**config.mk**
```make
export PLATFORM = sky130hd
export DESIGN_NAME = seq_round_engine
export DESIGN_NICKNAME = d
export VERILOG_FILES = /design/src/rtl/seq_round_engine.sv
export SDC_FILE = /design/constraint.sdc
export NUM_CORES = 1
export LEC_CHECK = 0
export ABC_AREA = 1
export BUFFER_PORTS_ARGS = -buffer_cell sky130_fd_sc_hd__buf_2
export CORE_MARGIN = 5
export CORE_UTILIZATION = 45
export DETAILED_ROUTE_END_ITERATION = 12
export PLACE_DENSITY_LB_ADDON = 0.12
export SETUP_SLACK_MARGIN = 0.4
export SLEW_MARGIN = 20
export SYNTH_ARGS = -nofsm -noshare
export SYNTH_HDL_FRONTEND = slang
export SYNTH_SLANG_ARGS = --single-unit
```
**constraint.sdc**
```tcl
create_clock -name clk -period 3.21 [get_ports clk]
set_clock_uncertainty 0.05 [all_clocks]
set_input_delay 0.642 -clock clk [delete_from_list [all_inputs] [get_ports clk]]
set_output_delay 0.642 -clock clk [all_outputs]
set_load 0.005 [all_outputs]
```
**src/rtl/seq_round_engine.sv**
```systemverilog
// Round controller for the digit-memory game: plays a stored digit sequence out of
// the sequence RAM, then collects the player's digits and checks them one at a time.
module seq_round_engine #(
  parameter int DIGIT_W     = 4,
  parameter int ADDR_W      = 5,
  parameter int DWELL_TICKS = 20,
  parameter int GAP_TICKS   = 2,
  parameter int ENTRY_TICKS = 100
) (
  input  logic               clk,
  input  logic               rst,
  input  logic               start,
  input  logic               abort,
  input  logic [ADDR_W:0]    seq_len,
  input  logic               tick,
  output logic [ADDR_W-1:0]  ram_addr,
  input  logic [DIGIT_W-1:0] ram_data,
  input  logic [DIGIT_W-1:0] user_digit,
  input  logic               user_strobe,
  output logic [DIGIT_W-1:0] disp_digit,
  output logic               disp_valid,
  output logic               busy,
  output logic               entry_phase,
  output logic [ADDR_W:0]    score,
  output logic               round_win,
  output logic               round_lose,
  output logic               timeout_flag
);

  localparam int MAX_A = (DWELL_TICKS > GAP_TICKS) ? DWELL_TICKS : GAP_TICKS;
  localparam int MAX_T = (MAX_A > ENTRY_TICKS) ? MAX_A : ENTRY_TICKS;
  localparam int CNT_W = (MAX_T < 1) ? 1 : $clog2(MAX_T + 1);

  localparam logic [CNT_W-1:0]  DWELL_LAST = CNT_W'(DWELL_TICKS - 1);
  localparam logic [CNT_W-1:0]  GAP_LAST   = CNT_W'(GAP_TICKS - 1);
  localparam logic [CNT_W-1:0]  ENTRY_LAST = CNT_W'(ENTRY_TICKS - 1);
  localparam logic [ADDR_W:0]   MAX_LEN    = {1'b1, {ADDR_W{1'b0}}};
  localparam logic [ADDR_W:0]   ONE_LEN    = (ADDR_W+1)'(1);

  typedef enum logic [3:0] {
    IDLE, S_FETCH, S_WAIT, SHOW, GAP, C_FETCH, C_WAIT, ENTRY, DONE
  } state_t;

  state_t               state_q, state_d;
  logic [ADDR_W-1:0]    idx_q, idx_d;
  logic [ADDR_W:0]      len_q, len_d;
  logic [CNT_W-1:0]     cnt_q, cnt_d;
  logic [ADDR_W:0]      score_q, score_d;
  logic                 timeout_q, timeout_d;
  logic [DIGIT_W-1:0]   disp_digit_q, disp_digit_d;
  logic                 disp_valid_q, disp_valid_d;
  logic [DIGIT_W-1:0]   expected_q, expected_d;
  logic                 win_q, win_d;
  logic                 lose_q, lose_d;
  logic                 busy_q, busy_d;
  logic                 entry_q, entry_d;
  logic                 last_digit;

  assign last_digit = ({1'b0, idx_q} == (len_q - ONE_LEN));

  always_comb begin
    state_d      = state_q;
    idx_d        = idx_q;
    len_d        = len_q;
    cnt_d        = cnt_q;
    score_d      = score_q;
    timeout_d    = timeout_q;
    disp_digit_d = disp_digit_q;
    disp_valid_d = disp_valid_q;
    expected_d   = expected_q;
    win_d        = 1'b0;
    lose_d       = 1'b0;

    if (state_q != IDLE && abort) begin
      state_d      = IDLE;
      disp_valid_d = 1'b0;
      idx_d        = '0;
      cnt_d        = '0;
    end else begin
      case (state_q)
        IDLE: begin
          if (start) begin
            if (seq_len == '0)          len_d = ONE_LEN;
            else if (seq_len > MAX_LEN) len_d = MAX_LEN;
            else                        len_d = seq_len;
            idx_d     = '0;
            score_d   = '0;
            timeout_d = 1'b0;
            cnt_d     = '0;
            state_d   = S_FETCH;
          end
        end
        S_FETCH: state_d = S_WAIT;
        S_WAIT: begin
          disp_digit_d = ram_data;
          disp_valid_d = 1'b1;
          cnt_d        = '0;
          state_d      = SHOW;
        end
        SHOW: begin
          if (tick) begin
            if (cnt_q == DWELL_LAST) begin
              disp_valid_d = 1'b0;
              cnt_d        = '0;
              if (last_digit) begin
                idx_d   = '0;
                state_d = C_FETCH;
              end else begin
                idx_d   = idx_q + ADDR_W'(1);
                state_d = (GAP_TICKS == 0) ? S_FETCH : GAP;
              end
            end else begin
              cnt_d = cnt_q + CNT_W'(1);
            end
          end
        end
        GAP: begin
          if (tick) begin
            if (cnt_q == GAP_LAST) begin
              cnt_d   = '0;
              state_d = S_FETCH;
            end else begin
              cnt_d = cnt_q + CNT_W'(1);
            end
          end
        end
        C_FETCH: state_d = C_WAIT;
        C_WAIT: begin
          expected_d = ram_data;
          cnt_d      = '0;
          state_d    = ENTRY;
        end
        ENTRY: begin
          // A strobe wins over an expiring tick in the same cycle.
          if (user_strobe) begin
            if (user_digit == expected_q) begin
              score_d = score_q + ONE_LEN;
              cnt_d   = '0;
              if (last_digit) begin
                win_d   = 1'b1;
                state_d = DONE;
              end else begin
                idx_d   = idx_q + ADDR_W'(1);
                state_d = C_FETCH;
              end
            end else begin
              lose_d  = 1'b1;
              state_d = DONE;
            end
          end else if (tick) begin
            if (cnt_q == ENTRY_LAST) begin
              lose_d    = 1'b1;
              timeout_d = 1'b1;
              state_d   = DONE;
            end else begin
              cnt_d = cnt_q + CNT_W'(1);
            end
          end
        end
        DONE:    state_d = IDLE;
        default: state_d = IDLE;
      endcase
    end

    busy_d  = (state_d != IDLE);
    entry_d = (state_d == C_FETCH) || (state_d == C_WAIT) || (state_d == ENTRY);
  end

  always_ff @(posedge clk or negedge rst) begin
    if (!rst) begin
      state_q      <= IDLE;
      idx_q        <= '0;
      len_q        <= '0;
      cnt_q        <= '0;
      score_q      <= '0;
      timeout_q    <= 1'b0;
      disp_digit_q <= '0;
      disp_valid_q <= 1'b0;
      expected_q   <= '0;
      win_q        <= 1'b0;
      lose_q       <= 1'b0;
      busy_q       <= 1'b0;
      entry_q      <= 1'b0;
    end else begin
      state_q      <= state_d;
      idx_q        <= idx_d;
      len_q        <= len_d;
      cnt_q        <= cnt_d;
      score_q      <= score_d;
      timeout_q    <= timeout_d;
      disp_digit_q <= disp_digit_d;
      disp_valid_q <= disp_valid_d;
      expected_q   <= expected_d;
      win_q        <= win_d;
      lose_q       <= lose_d;
      busy_q       <= busy_d;
      entry_q      <= entry_d;
    end
  end

  assign ram_addr     = idx_q;
  assign disp_digit   = disp_digit_q;
  assign disp_valid   = disp_valid_q;
  assign busy         = busy_q;
  assign entry_phase  = entry_q;
  assign score        = score_q;
  assign round_win    = win_q;
  assign round_lose   = lose_q;
  assign timeout_flag = timeout_q;

endmodule
```
==> impl_metrics.ini <==
[run_status]
status = finished, final reports clean

[drt]
post-route-drc-count = 0
avgRoutedWirePerCell_um = 13.01
drtAntennaViolNets = 0
drt_iter0_markers = 156
wirelength_um = 6193
first_pass_iters = 4
avgViaCountPerCell = 5.097
via_count = 2426

[floorplan]
die_w_um = 86.56
die_y_um = 86.56
start_util_pct = 47.03
core_um2 = 5608
rows = 27
io_pins = 41
die_area_um2 = 7493

[logic_synthesis]
ys_ff_latch = 42
synth_flop_cell = dfrtp_1
ys_warn_count = 0
ys_seq_area_share_pct = 39.85
yosys.area.top_type = dfrtp_1
yosysMostFrequentCell = nand2_1
synthTopCellsByArea = dfrtp_1 (40%), nand2_1 (13%), inv_1 (8.1%)
synth.avg_cell_area_um2 = 7.326
synth_fp_nets = 385
netlist_top_cells_count = nand2_1 (93), inv_1 (57), dfrtp_1 (42)
synthArstFlopShare_pct = 100.0
syn_area_um2 = 2638
synth_top_area_share_pct = 39.85
synth_edf_count = 0
ys_types = 35
syn_inst = 360

[setup_path]
end_kind = flop
worstPathArrival_ns = 2.30
crit_type = flop to flop
startpoint_type = flop
critical_path_required_ns = 3.38
crit_fanout = 14

[sta]
finalCritPeriodShare_pct = 66.35
slew_headroom_pct = 36.43
tightest_slew_ns = 0.9536
drv_slew = 0
finalHoldViolations = 0
setup_viol = 0
setup_ws_ns = 1.080
holdWs_ns = 0.4381
rsz0062_at_grt = no
fmax_mhz = 469.5
fin_tns_setup_ns = 0
period_needed_ns = 2.130

[global_routing]
grt_pass1_vias = 2344
grt_use_total_pct = 17.89
overflow = 0
antenna_found_initial = 0
grt_pass1_wl_um = 10870
grt_max_degree = 43

[pwr]
peakVddDrop_mv = 0.3777
powerDensity_nw_per_um2 = 624.3
leakage_nw = 1.615

[job]
cap_violations = 0

[placed_design]
portBuffers = 40
hpwl_um = 4724
place_congestion = 0.8552
post-place-ws_ns = 1.085

[cts]
clkTransAtPathRegs_ns = 0.08
clkLatencyLatePin_ns = 0.29
numClockSinks = 42
clock_path_buffers = 2
cts_hold_buffers = 0
post_cts_buffers = 0
root_buffer = clkbuf_8
numCtsBuffers = 5
cts_max_level = 2
cts-resized-gates = 0
cts_tree = yes

[finish]
num_antenna_cells = 0
multiInputGateArea_um2 = 1336
fin_util_pct = 53.66
layout.nets = 428
fill_cells = 577
seq_area_um2 = 1051
drive_above_1_share_pct = 15.59
syn_to_final_growth_pct = 14.09

[hold_path]
hold_path.class = flop to flop
==> critical path: stages (launching register included) <==
cell and delay (ns):
dfrtp_1 0.41, inv_2 0.10, nand2_1 0.10, nor2_4 0.31
inv_2 0.16, o21ai_1 0.18, nand3_1 0.33, inv_1 0.17
nand2_1 0.08, mux2i_1 0.14
==> sequential cells by signal, summed over array words and instances, names as in the netlist, 4 cells and up <==
name        flops
cnt_q           7
len_q           6
score           6
ram_addr        5
disp_digit      4
expected_q      4
state_q         4
==> placed cells by master (no fill, tap or decap) <==
cell | Yosys | routed
a21oi_1 | 4 | 4
a21oi_4 | 1 | 1
a31oi_1 | 2 | 2
buf_2 | 2 | 40
bufinv_16 | 0 | 1
clkbuf_1 | 1 | 2
clkbuf_8 | 0 | 5
dfrtp_1 | 42 | 42
ha_1 | 5 | 5
inv_1 | 57 | 57
inv_2 | 3 | 3
mux2i_1 | 2 | 2
nand2_1 | 93 | 93
nand2_2 | 5 | 5
nand2_4 | 1 | 1
nand3_1 | 41 | 41
nand3_2 | 1 | 1
nand3b_1 | 3 | 3
nand4_1 | 6 | 6
nor2_1 | 23 | 23
nor2_2 | 2 | 2
nor2_4 | 1 | 1
nor2_8 | 1 | 1
nor3_1 | 1 | 1
nor3_2 | 1 | 1
nor4_1 | 1 | 1
o211ai_1 | 5 | 5
o21a_1 | 1 | 1
o21ai_0 | 28 | 28
o21ai_1 | 3 | 3
o22ai_1 | 3 | 3
o311ai_0 | 1 | 1
o31ai_1 | 4 | 4
or2_2 | 1 | 1
xnor2_1 | 5 | 5
xor2_1 | 9 | 9
==> path summary, 6_finish.rpt <==
| path | from | end | slack, ns | cells past startpoint |
|---|---|---|---|---|
| max | state_q[3] | score[0] | 1.08 | 9 |
| min | disp_valid | disp_valid | 0.44 | 2 |
| max reg2reg | state_q[3] | score[0] | 1.08 | 9 |
| min reg2reg | disp_valid | disp_valid | 0.44 | 2 |
| max in group asynchronous | rst | state_q[2] | 2.08 | 1 |
| min in group asynchronous | rst | cnt_q[1] | 0.45 | 1 |
==> cell type report <==
class / count / share of cell area (%)
Multi-Input combinational cell: 254 / 44.41
Sequential cell: 42 / 34.93
Inverter: 60 / 7.484
Timing Repair Buffer: 40 / 6.653
Tap cell: 72 / 2.994
Clock buffer: 7 / 2.536
Clock inverter: 1 / 0.9979
==> stage by stage <==
step	cells	power, mW	cell area [µm²]
2_1_floorplan	360	1.289	2638
3_3_place_gp	468	1.464	2903
3_5_place_dp	468	1.473	2903
4_1_cts	476	1.893	3009
5_1_grt	476	2.027	3009
6_report	476	1.879	3009
==> logic make-up (layout without fill, tap and decap cells) <==
kind of cell / count (synthesis) / count (layout) / synth area share [%]
AO/OA/AOI/OAI: 52 / 52 / 11.62
flip-flops: 42 / 42 / 39.85
XOR/XNOR: 14 / 14 / 4.649
adder cells (fa/ha/maj): 5 / 5 / 2.372
buffers and inverters: 64 / 108 / 9.488
AND/OR/NAND/NOR: 181 / 181 / 31.26
multiplexers: 2 / 2 / 0.7590
==> where the power goes <==
part	switching, mW	internal (mW)	total, mW
combinational	0.516	0.256	0.773
clock	0.183	0.233	0.416
sequential	0.0692	0.621	0.690
==> layer usage <==
metal	wire length [µm]	up-vias	part of all wire [%]	GRT usage, %
met5	0	-	0	0
li1	-	1246	-	-
met4	34	0	0.55	3.399
met1	3005	1138	49	25.21
met2	2916	38	47	28.72
met3	237	4	3.8	3.517
Power figures use the tool's default switching activity.
